--- src/rtl/lcd_pkg.sv ---
// Shared types and constants for the HD44780 8-bit command sequencer.
package lcd_pkg;

  localparam int unsigned TMR_W    = 32;
  localparam int unsigned LCD_COLS = 16;

  typedef enum logic [2:0] {
    PWRUP,
    INIT_LOAD,
    SETUP,
    PULSE,
    WAIT,
    IDLE
  } state_t;

  localparam logic [7:0] INIT_BYTE0 = 8'h38;
  localparam logic [7:0] INIT_BYTE1 = 8'h0C;
  localparam logic [7:0] INIT_BYTE2 = 8'h01;
  localparam logic [7:0] INIT_BYTE3 = 8'h06;

  localparam logic [7:0] CMD_CLEAR = 8'h01;
  localparam logic [7:0] CMD_HOME  = 8'h02;
  localparam logic [7:0] CMD_LINE0 = 8'h80;
  localparam logic [7:0] CMD_LINE1 = 8'hC0;

  function automatic logic [7:0] init_byte(input logic [1:0] idx);
    case (idx)
      2'd0:    return INIT_BYTE0;
      2'd1:    return INIT_BYTE1;
      2'd2:    return INIT_BYTE2;
      default: return INIT_BYTE3;
    endcase
  endfunction

  // A zero-length interval still occupies one cycle.
  function automatic logic [TMR_W-1:0] cyc_clamp(input int unsigned v);
    return (v == 0) ? TMR_W'(1) : TMR_W'(v);
  endfunction

  // Clear (0x01) and Home (0x02/0x03) need the long execution wait.
  function automatic logic is_long_cmd(input logic rs, input logic [7:0] d);
    return !rs && (d[7:2] == 6'd0) && (d[1:0] != 2'd0);
  endfunction

endpackage

--- src/rtl/lcd_delay_timer.sv ---
// Loadable 32-bit down-counter; o_done_c marks the last cycle of a loaded interval.
module lcd_delay_timer
  import lcd_pkg::*;
#(
  parameter logic [TMR_W-1:0] RESET_VAL = TMR_W'(1)
) (
  input  logic             clock_in,
  input  logic             reset,
  input  logic             i_load,
  input  logic [TMR_W-1:0] i_value,
  output logic             o_done_c
);

  logic [TMR_W-1:0] r_count;

  always_ff @(posedge clock_in) begin
    if (reset)                r_count <= RESET_VAL;
    else if (i_load)          r_count <= i_value;
    else if (r_count != '0)   r_count <= r_count - TMR_W'(1);
  end

  assign o_done_c = (r_count <= TMR_W'(1));

endmodule

--- src/rtl/lcd_cmd_sequencer.sv ---
// HD44780 8-bit write sequencer: power-up wait, fixed init, then client byte transfers.
// Define LCD_AUTOWRAP_EN to track the 16x2 cursor and insert line-wrap commands.
module lcd_cmd_sequencer
  import lcd_pkg::*;
#(
  parameter int unsigned POWERUP_CYC    = 750000,
  parameter int unsigned SETUP_CYC      = 4,
  parameter int unsigned EN_HIGH_CYC    = 25,
  parameter int unsigned CMD_WAIT_CYC   = 2500,
  parameter int unsigned CLEAR_WAIT_CYC = 82000
) (
  input  logic       clock_in,
  input  logic       reset,
  input  logic       i_wr_valid,
  output logic       o_wr_ready,
  input  logic       i_wr_rs,
  input  logic [7:0] i_wr_data,
  output logic [7:0] o_lcd_data,
  output logic       o_lcd_rs,
  output logic       o_lcd_rw,
  output logic       o_lcd_en,
  output logic       o_init_done,
  output logic       o_busy
);

  localparam logic [TMR_W-1:0] P_POWERUP = cyc_clamp(POWERUP_CYC);
  localparam logic [TMR_W-1:0] P_SETUP   = cyc_clamp(SETUP_CYC);
  localparam logic [TMR_W-1:0] P_EN      = cyc_clamp(EN_HIGH_CYC);
  localparam logic [TMR_W-1:0] P_CMD     = cyc_clamp(CMD_WAIT_CYC);
  localparam logic [TMR_W-1:0] P_CLEAR   = cyc_clamp(CLEAR_WAIT_CYC);
  // INIT_LOAD already presents the byte, so it counts as the first setup cycle.
  localparam logic [TMR_W-1:0] P_SETUP_INIT = (P_SETUP > TMR_W'(1)) ? P_SETUP - TMR_W'(1) : TMR_W'(1);

  state_t           r_state, w_state_nxt;
  logic [7:0]       r_lcd_data, w_data_nxt;
  logic             r_lcd_rs, w_rs_nxt;
  logic             r_lcd_en, r_wr_ready, r_busy;
  logic             r_init_done, w_init_done_nxt;
  logic [1:0]       r_init_idx, w_init_idx_nxt;
  logic             w_tmr_load, w_tmr_done;
  logic [TMR_W-1:0] w_tmr_value;

`ifdef LCD_AUTOWRAP_EN
  localparam int unsigned COL_W = $clog2(LCD_COLS);
  logic [COL_W:0] r_pos, w_pos_nxt;
  logic           w_wrap;

  always_ff @(posedge clock_in) begin
    if (reset) r_pos <= '0;
    else       r_pos <= w_pos_nxt;
  end
`endif

  lcd_delay_timer #(
    .RESET_VAL(P_POWERUP)
  ) u_timer (
    .clock_in(clock_in),
    .reset   (reset),
    .i_load  (w_tmr_load),
    .i_value (w_tmr_value),
    .o_done_c(w_tmr_done)
  );

  // State and registered outputs.
  always_ff @(posedge clock_in) begin
    if (reset) begin
      r_state     <= PWRUP;
      r_lcd_data  <= 8'h00;
      r_lcd_rs    <= 1'b0;
      r_lcd_en    <= 1'b0;
      r_wr_ready  <= 1'b0;
      r_init_done <= 1'b0;
      r_busy      <= 1'b1;
      r_init_idx  <= 2'd0;
    end else begin
      r_state     <= w_state_nxt;
      r_lcd_data  <= w_data_nxt;
      r_lcd_rs    <= w_rs_nxt;
      r_lcd_en    <= (w_state_nxt == PULSE);
      r_wr_ready  <= (w_state_nxt == IDLE);
      r_init_done <= w_init_done_nxt;
      r_busy      <= (w_state_nxt != IDLE);
      r_init_idx  <= w_init_idx_nxt;
    end
  end

  always_comb begin
    w_state_nxt     = r_state;
    w_data_nxt      = r_lcd_data;
    w_rs_nxt        = r_lcd_rs;
    w_init_done_nxt = r_init_done;
    w_init_idx_nxt  = r_init_idx;
    w_tmr_load      = 1'b0;
    w_tmr_value     = P_CMD;
`ifdef LCD_AUTOWRAP_EN
    w_pos_nxt = r_pos;
    // A character that just rolled the column to 0 has filled its row.
    w_wrap    = r_lcd_rs && (r_pos[COL_W-1:0] == '0);
`endif
    case (r_state)
      PWRUP: begin
        if (w_tmr_done) begin
          w_state_nxt = INIT_LOAD;
          w_data_nxt  = init_byte(r_init_idx);
          w_rs_nxt    = 1'b0;
        end
      end
      INIT_LOAD: begin
        w_state_nxt = SETUP;
        w_tmr_load  = 1'b1;
        w_tmr_value = P_SETUP_INIT;
      end
      SETUP: begin
        if (w_tmr_done) begin
          w_state_nxt = PULSE;
          w_tmr_load  = 1'b1;
          w_tmr_value = P_EN;
        end
      end
      PULSE: begin
        if (w_tmr_done) begin
          w_state_nxt = WAIT;
          w_tmr_load  = 1'b1;
          w_tmr_value = is_long_cmd(r_lcd_rs, r_lcd_data) ? P_CLEAR : P_CMD;
        end
      end
      WAIT: begin
        if (w_tmr_done) begin
          if (!r_init_done) begin
            if (r_init_idx == 2'd3) begin
              w_init_done_nxt = 1'b1;
              w_state_nxt     = IDLE;
            end else begin
              w_init_idx_nxt = r_init_idx + 2'd1;
              w_state_nxt    = INIT_LOAD;
              w_data_nxt     = init_byte(r_init_idx + 2'd1);
              w_rs_nxt       = 1'b0;
            end
          end
`ifdef LCD_AUTOWRAP_EN
          else if (w_wrap) begin
            w_state_nxt = SETUP;
            w_tmr_load  = 1'b1;
            w_tmr_value = P_SETUP;
            w_data_nxt  = r_pos[COL_W] ? CMD_LINE1 : CMD_LINE0;
            w_rs_nxt    = 1'b0;
          end
`endif
          else begin
            w_state_nxt = IDLE;
          end
        end
      end
      IDLE: begin
        if (i_wr_valid && r_wr_ready) begin
          w_state_nxt = SETUP;
          w_tmr_load  = 1'b1;
          w_tmr_value = P_SETUP;
          w_data_nxt  = i_wr_data;
          w_rs_nxt    = i_wr_rs;
`ifdef LCD_AUTOWRAP_EN
          if (i_wr_rs)                             w_pos_nxt = r_pos + (COL_W + 1)'(1);
          else if (is_long_cmd(1'b0, i_wr_data))   w_pos_nxt = '0;
          else if (i_wr_data[7])                   w_pos_nxt = {i_wr_data[6], i_wr_data[COL_W-1:0]};
`endif
        end
      end
      default: w_state_nxt = PWRUP;
    endcase
  end

  assign o_wr_ready  = r_wr_ready;
  assign o_lcd_data  = r_lcd_data;
  assign o_lcd_rs    = r_lcd_rs;
  assign o_lcd_rw    = 1'b0;
  assign o_lcd_en    = r_lcd_en;
  assign o_init_done = r_init_done;
  assign o_busy      = r_busy;

endmodule

--- config.mk ---
export PLATFORM = sky130hd
export DESIGN_NAME = lcd_cmd_sequencer
export DESIGN_NICKNAME = d
export VERILOG_FILES = /design/src/rtl/lcd_pkg.sv /design/src/rtl/lcd_delay_timer.sv /design/src/rtl/lcd_cmd_sequencer.sv
export SDC_FILE = /design/constraint.sdc
export NUM_CORES = 1
export LEC_CHECK = 0
export BUFFER_PORTS_ARGS = -buffer_cell sky130_fd_sc_hd__buf_2
export CORE_UTILIZATION = 50
export CTS_CLUSTER_SIZE = 24
export DETAILED_ROUTE_END_ITERATION = 10
export GPL_ROUTABILITY_DRIVEN = 0
export MAX_ROUTING_LAYER = met4
export PLACE_DENSITY = 0.71
export SLEW_MARGIN = 5
export SYNTH_ARGS = -nofsm -noshare
export SYNTH_HDL_FRONTEND = slang
export SYNTH_HIERARCHICAL = 1
export SYNTH_SLANG_ARGS = --single-unit
export TNS_END_PERCENT = 30
--- constraint.sdc ---
create_clock -name clock_in -period 2.97 [get_ports clock_in]
set_clock_uncertainty 0.1 [all_clocks]
set_input_delay 0.1485 -clock clock_in [delete_from_list [all_inputs] [get_ports clock_in]]
set_output_delay 0.1485 -clock clock_in [all_outputs]
set_load 0.02 [all_outputs]
---- Word-level counts from Yosys, hierarchy flattened ----
Index checks and enable logic that the tools add are counted.
operators by class
  bitwise operators ....................... 2
  reduce and logical (&&, ||, !) cells .... 16
  multiplexer cells ....................... 34
  add/subtract/negate cells ............... 2
  magnitude comparators ................... 1
  eq/ne operators ......................... 18
operator list
  kind                   count
  $pmux 17 s4            1
  $mux 32                2
  $mux 8                 5
  $pmux 6 s3             2
  $mux 17                2
  $le 32x1->1 const B    1
  $reduce_bool 32->1     1
  $sub 32x1->32 const B  1
  $mux 12                2
  $pmux 8 s3             1
  $mux 3                 7
  $pmux 3 s6             1
  $eq 3x2->1 const B     3
  $eq 3x3->1 const B     3
  $mux 1                 9
  $eq 2x2->1 const B     3
  $logic_not 6->1        1
  $ne 2x2->1 const B     3
  $pmux 1 s3             2
  $reduce_and 6->1       1
  $eq 2x1->1 const B     2
  $logic_not 2->1        2
  $ne 2x1->1 const B     2
  $reduce_and 4->1       1
  11 further kinds       15
storage, ports and cells
  register bits after elaboration ......... 50

---- Longest topological paths before layout ----
  word-level depth ........................ 7
  depth in mapped cells ................... 12

---- Modules after synthesis ----
Netlist, hierarchy kept.
modules (own cells, without submodules)
  module             area an instance (um^2)  times used  cells an instance  sequential area each (um^2)
  lcd_delay_timer    2090.8                   1           240                640.6
  lcd_cmd_sequencer  1049.8                   1           130                360.3

---- Least setup slack after synthesis ----
No wires, ideal clock.
  kind .................................... register to register
  start point ............................. register u_timer.r_count[11]
  end point ............................... register u_timer.r_count[23]
  path slack .............................. -0.201 ns
  library setup time ...................... 0.120 ns
  arrival time ............................ 2.951 ns
  stages on the path, launching flop included .. 12
  period minus slack after synthesis ...... 3.171 ns
  cells stage by stage .................... dfxtp_1 or4_2 nor2_1 buf_2 nand4_1 nor4_1 clkbuf_2 a21o_1 clkbuf_1 clkbuf_1 a21oi_1 o31a_1
on the way
  word-level cells in the longest chain between the ends .. 4
  elaborated cells on any way between the ends .. 8
  classes of those cells .................. add/sub: 1; order compare: 1; mux: 4; reduce/logical: 2
RTL lines
  item                                                 RTL line                                            text
  from (decl)                                          lcd_delay_timer.sv:14                               logic [TMR_W-1:0] r_count;
  from (signal assigned)                               lcd_delay_timer.sv:18                               else if (i_load) r_count <= i_value;
  from (signal assigned)                               lcd_delay_timer.sv:19                               else if (r_count != '0) r_count <= r_count - TMR_W'(1);
  $le 32x1->1 *                                        lcd_delay_timer.sv:22                               assign o_done_c = (r_count <= TMR_W'(1));
  via w_tmr_done                                       lcd_cmd_sequencer.sv:40                             logic w_tmr_load, w_tmr_done;
  $mux 1 *                                             lcd_cmd_sequencer.sv:114, lcd_cmd_sequencer.sv:121
  $pmux 1 s3 *                                         lcd_cmd_sequencer.sv:100                            case (r_state)
  via w_tmr_load                                       lcd_cmd_sequencer.sv:40
  $mux 32 / $reduce_bool 2->1 (equally long branches)  --
Mark *: on every way through the listed nets, which the timed path passes. The rest lies on a longest branch. The select of a mux whose other input is x is not followed.
A chain may end at the register's enable or synchronous reset.

---- Worst setup path in the final report ----
  start point ............................. register u_timer.r_count[0]
  end point ............................... register u_timer.r_count[23]
on the way
  word-level cells in the longest chain between the ends .. 4
  elaborated cells on any way between the ends .. 8
  classes of those cells .................. add/sub: 1; order compare: 1; mux: 4; reduce/logical: 2
RTL lines
  item                                                 RTL line
  $le 32x1->1                                          lcd_delay_timer.sv:22
  $mux 1                                               lcd_cmd_sequencer.sv:114, lcd_cmd_sequencer.sv:121
  $pmux 1 s3                                           lcd_cmd_sequencer.sv:100
  $mux 32 / $reduce_bool 2->1 (equally long branches)  --
Several ways; a longest one is shown, not always the timed one. The select of a mux whose other input is x is not followed.

==> results by group <==
Cells and area
  – Register area: 0.00100 mm²
  – Fin util: 0.608
  – N_diodes: 0
  – Multi-input logic area: 0.00206 mm²
  – Post-route insts no fill: 496
  – # fillers: 528
  – NumNets Final: 441
  – Layout cells sized above 1: 0.200
  – Area grow syn2layout: 15.9%

Detailed routing
  – Routed Wire Length: 7.57 mm
  – DR WL/cell: 15.3 µm
  – DRT Pass-1 Iters: 4
  – Vias per cell: 5.77
  – DR DRC count: 0
  – Starting DRC count in detailed routing: 175
  – ANT nets after route: 0
  – Routed vias: 2862

Logic synthesis
  – Synth Area in Adders: 0.0359
  – Cell Area, Synth: 0.00314 mm²
  – Largest cells by area after synthesis: dfxtp_1, nor2_1, ha_1, xnor2_1, nor3_1
  – Post-synthesis sequential area ratio: 0.319
  – Count of cell types in the netlist: 71
  – Ys flop type: dfxtp_1
  – Syn_area_per_cell: 8.49 µm²
  – Simple-gate share of the synthesized area: 0.303
  – Post-Synth XOR/XNOR Area: 0.0418
  – Mapped Cells: 370
  – Yosys top cell area share: 0.319
  – Flops & latches, synth: 50
  – Combinational family with the most area after synthesis: simple AND/OR/NAND/NOR gates
  – Cell taking the most area after synthesis: dfxtp_1
  – Number of synthesized flops with an enable pin: 0
  – Share of flip-flops with an asynchronous set or reset: 0
  – Post-synthesis mux area share: 0.0127
  – Synth Area in Compound Gates: 0.216
  – Ys Warns: 6

Critical path
  – Reg2Reg Setup Slack: 0.18 ns
  – WP data arrival: 2.89 ns
  – Max stage delay on crit path: 0.58 ns
  – Critical Path Source Type: register
  – Worst Reg-to-Reg Cells: 8
  – CP Buf/Inv Count: 2
  – Crit path max fanout: 9
  – Delay-heaviest family, CP: simple AND/OR/NAND/NOR gates
  – Endpoint class of the critical path: register
  – Crit Reg-Reg Startpoint: u_timer/r_count[0]
  – Reg-to-reg endpoint: u_timer/r_count[23]
  – Worst path cell trace: inv_1 -> ha_1 -> or3b_2 -> or4_4 -> nor4_4 -> buf_4 -> nor3_1 -> o31a_1
  – CP required: 3.07 ns
  – Worst setup path class: register to register
  – Slowest-stage cell, CP: or3b_2

CTS
  – CTS tree: yes
  – Clock slew at reported path FFs: 0.10 ns
  – CTS Buf Count: 5
  – Clk buf depth: 2
  – CTS Root Cell: clkbuf_8
  – H-tree levels: 2
  – Clock Sink Count: 50
  – Clk_lat worst skew: 0.31 ns

STA
  – Final worst setup slack: 0.180 ns
  – Final setup viols: 0
  – Slew at the pin closest to its max-slew limit: 0.979 ns
  – Final min period: 2.79 ns
  – Final period utilization: 0.940
  – Slew Limit Fails: 0
  – Fmax: 0.358 GHz
  – RSZ-0062 raised after global routing: no
  – Hold violation total from the final report: 0
  – Slew Limit Headroom: 0.348
  – Setup TNS: 0 ns

Job
  – Max-cap violation count: 0

Hold path
  – Hold Path Origin: i_wr_data[3]
  – Hold depth: 5
  – Worst Hold End: o_lcd_data[3]
  – Hold crit path type: input pin to register

Placement
  – Hpwl dp: 5.27 mm
  – Placed cell count: 484
  – Number of port buffers: 24
  – Worst slack at placement: 0.0271 ns

Global route
  – Largest net degree at the start of global routing: 52
  – First-pass GRT wire length: 12.2 mm
  – Total grt overflow: 0
  – Vias in the first global route: 2597
  – Initial antenna violation count: 0
  – Gr usage total: 0.244

Floorplan
  – Die H: 81.3 µm
  – # IOs: 26
  – Initial core utilization: 0.524
  – Std-Cell Rows: 28
  – Die width: 81.3 µm
  – Die area: 0.00660 mm²
  – Core area: 0.00599 mm²

Run status
  – Status: finished, final reports clean

Pwr
  – Worst IR drop on VDD: 0.236 mV
  – PwrDens: 352 mW/mm²
  – P_leak: 1.45 nW
  – Power Total: 1.28 mW
## per-stage QoR
step | instance area [µm²] | hold slack [ns]
after floorplan | 3240 | 0.127
after global placement | 3430 | 0.261
after detailed placement | 3430 | 0.260
after CTS | 3590 | 0.150
after global routing | 3640 | 0.173
final | 3640 | 0.153
## placed cells by master, fill, tap and decap left out, types with 10 or more instances in the layout
cell and instances:
nor2_1 32, nand4_1 10, xnor2_1 11, buf_4 19, nor4_1 10, nand2b_1 10
nand2_1 20, nor3_1 18, inv_1 18, a21oi_1 16, dfxtp_1 50, conb_1 22
buf_2 24
## cell type report
class | instances | share of cell area
timing repair buffer | 47 | 0.0859
clock inverter | 3 | 0.0110
inverter | 18 | 0.0186
multi-input combinational | 298 | 0.565
clock buffer | 5 | 0.0189
sequential | 50 | 0.275
tap | 75 | 0.0258
## sequential cells by signal (all words and copies together) (netlist names)
| register | count |
|---|---|
| r_state | 3 |
| o_wr_ready | 1 |
| o_lcd_rs | 1 |
| o_lcd_data | 8 |
| o_lcd_en | 1 |
| o_busy | 1 |
| o_init_done | 1 |
| u_timer/r_count | 32 |
| r_init_idx | 2 |
## synth_stat cells (2+ instances only)
| library cell | count |
|---|---|
| nor4b_1 | 2 |
| a2111oi_0 | 4 |
| or2_2 | 4 |
| xnor2_1 | 11 |
| a31oi_1 | 4 |
| nor4_4 | 2 |
| or3_2 | 2 |
| mux2i_1 | 4 |
| o31ai_1 | 5 |
| buf_6 | 2 |
| clkbuf_8 | 3 |
| inv_1 | 18 |
| nand2b_1 | 10 |
| nor2_1 | 33 |
| nand4_1 | 10 |
| buf_2 | 6 |
| o21a_1 | 2 |
| or3_1 | 2 |
| dfxtp_1 | 50 |
| a211oi_1 | 3 |
| o311ai_0 | 2 |
| a2111oi_2 | 2 |
| nor3_1 | 19 |
| and2_1 | 3 |
| o21ai_0 | 7 |
| a311oi_1 | 3 |
| clkbuf_1 | 11 |
| nand2_1 | 20 |
| o211a_1 | 9 |
| xor2_1 | 4 |
| or4_1 | 3 |
| a21o_1 | 2 |
| ha_1 | 9 |
| or4_4 | 4 |
| a22o_1 | 5 |
| o31a_1 | 2 |
| o22ai_1 | 2 |
| and3_1 | 4 |
| nor4_1 | 14 |
| nand3_1 | 5 |
| nor3b_1 | 8 |
| o211ai_1 | 6 |
| a21oi_1 | 16 |
| nor2b_1 | 5 |
| nand4b_1 | 2 |
## logic make-up (layout without fill, tap and decap cells)
family                   after synthesis  after routing
AO/OA/AOI/OAI                         86             86
AND/OR/NAND/NOR                      162            162
other                                  1             22
multiplexers                           4              4
XOR/XNOR                              15             15
flip-flops                            50             50
buffers and inverters                 43             73
adder cells (fa/ha/maj)                9              9
## layer usage
layer,global-route usage,share of wire
met1,0.324,0.48
met3,0.0337,0.041
met4,0.0554,0.0077
met2,0.390,0.47
met5,-,0
## report_power, final
part	internal, mW	leakage, nW	total [mW]	switching (mW)
Clock	0.249	0.0579	0.490	0.241
Combinational	0.0399	0.991	0.0965	0.0566
Sequential	0.682	0.404	0.695	0.0138
## how the worst max path moves through the flow
| stage | start | depth (start not counted) | slack, ns | to |
|---|---|---|---|---|
| 6_report | u_timer/r_count[0] | 8 | 0.18 | u_timer/r_count[23] |
| 5_1_grt | u_timer/r_count[7] | 11 | 0.00008 | u_timer/r_count[8] |
| 4_1_cts | u_timer/r_count[7] | 11 | 0.03 | u_timer/r_count[8] |
| 3_5_place_dp | u_timer/r_count[7] | 11 | 0.03 | u_timer/r_count[8] |
| 3_3_place_gp | u_timer/r_count[7] | 11 | 0.09 | u_timer/r_count[7] |
| 2_1_floorplan | u_timer/r_count[6] | 12 | 0.06 | u_timer/r_count[12] |
## worst min-delay path: stages
cell and delay, ns:
buf_2 0.09, nand2_1 0.05, o211ai_1 0.07, nand3_1 0.10, a21oi_1 0.06
## timing repair
action | 4_1_cts | 5_1_grt
hold buffers | 3 | 0
buffers inserted | 1 | 0
endpoints found under the setup margin | 1 | 28
hold endpoints to repair | 3 | 0
pin swaps | 0 | 5
gates resized for setup | 0 | 7
No activity file was read; power rests on OpenSTA's default activity.
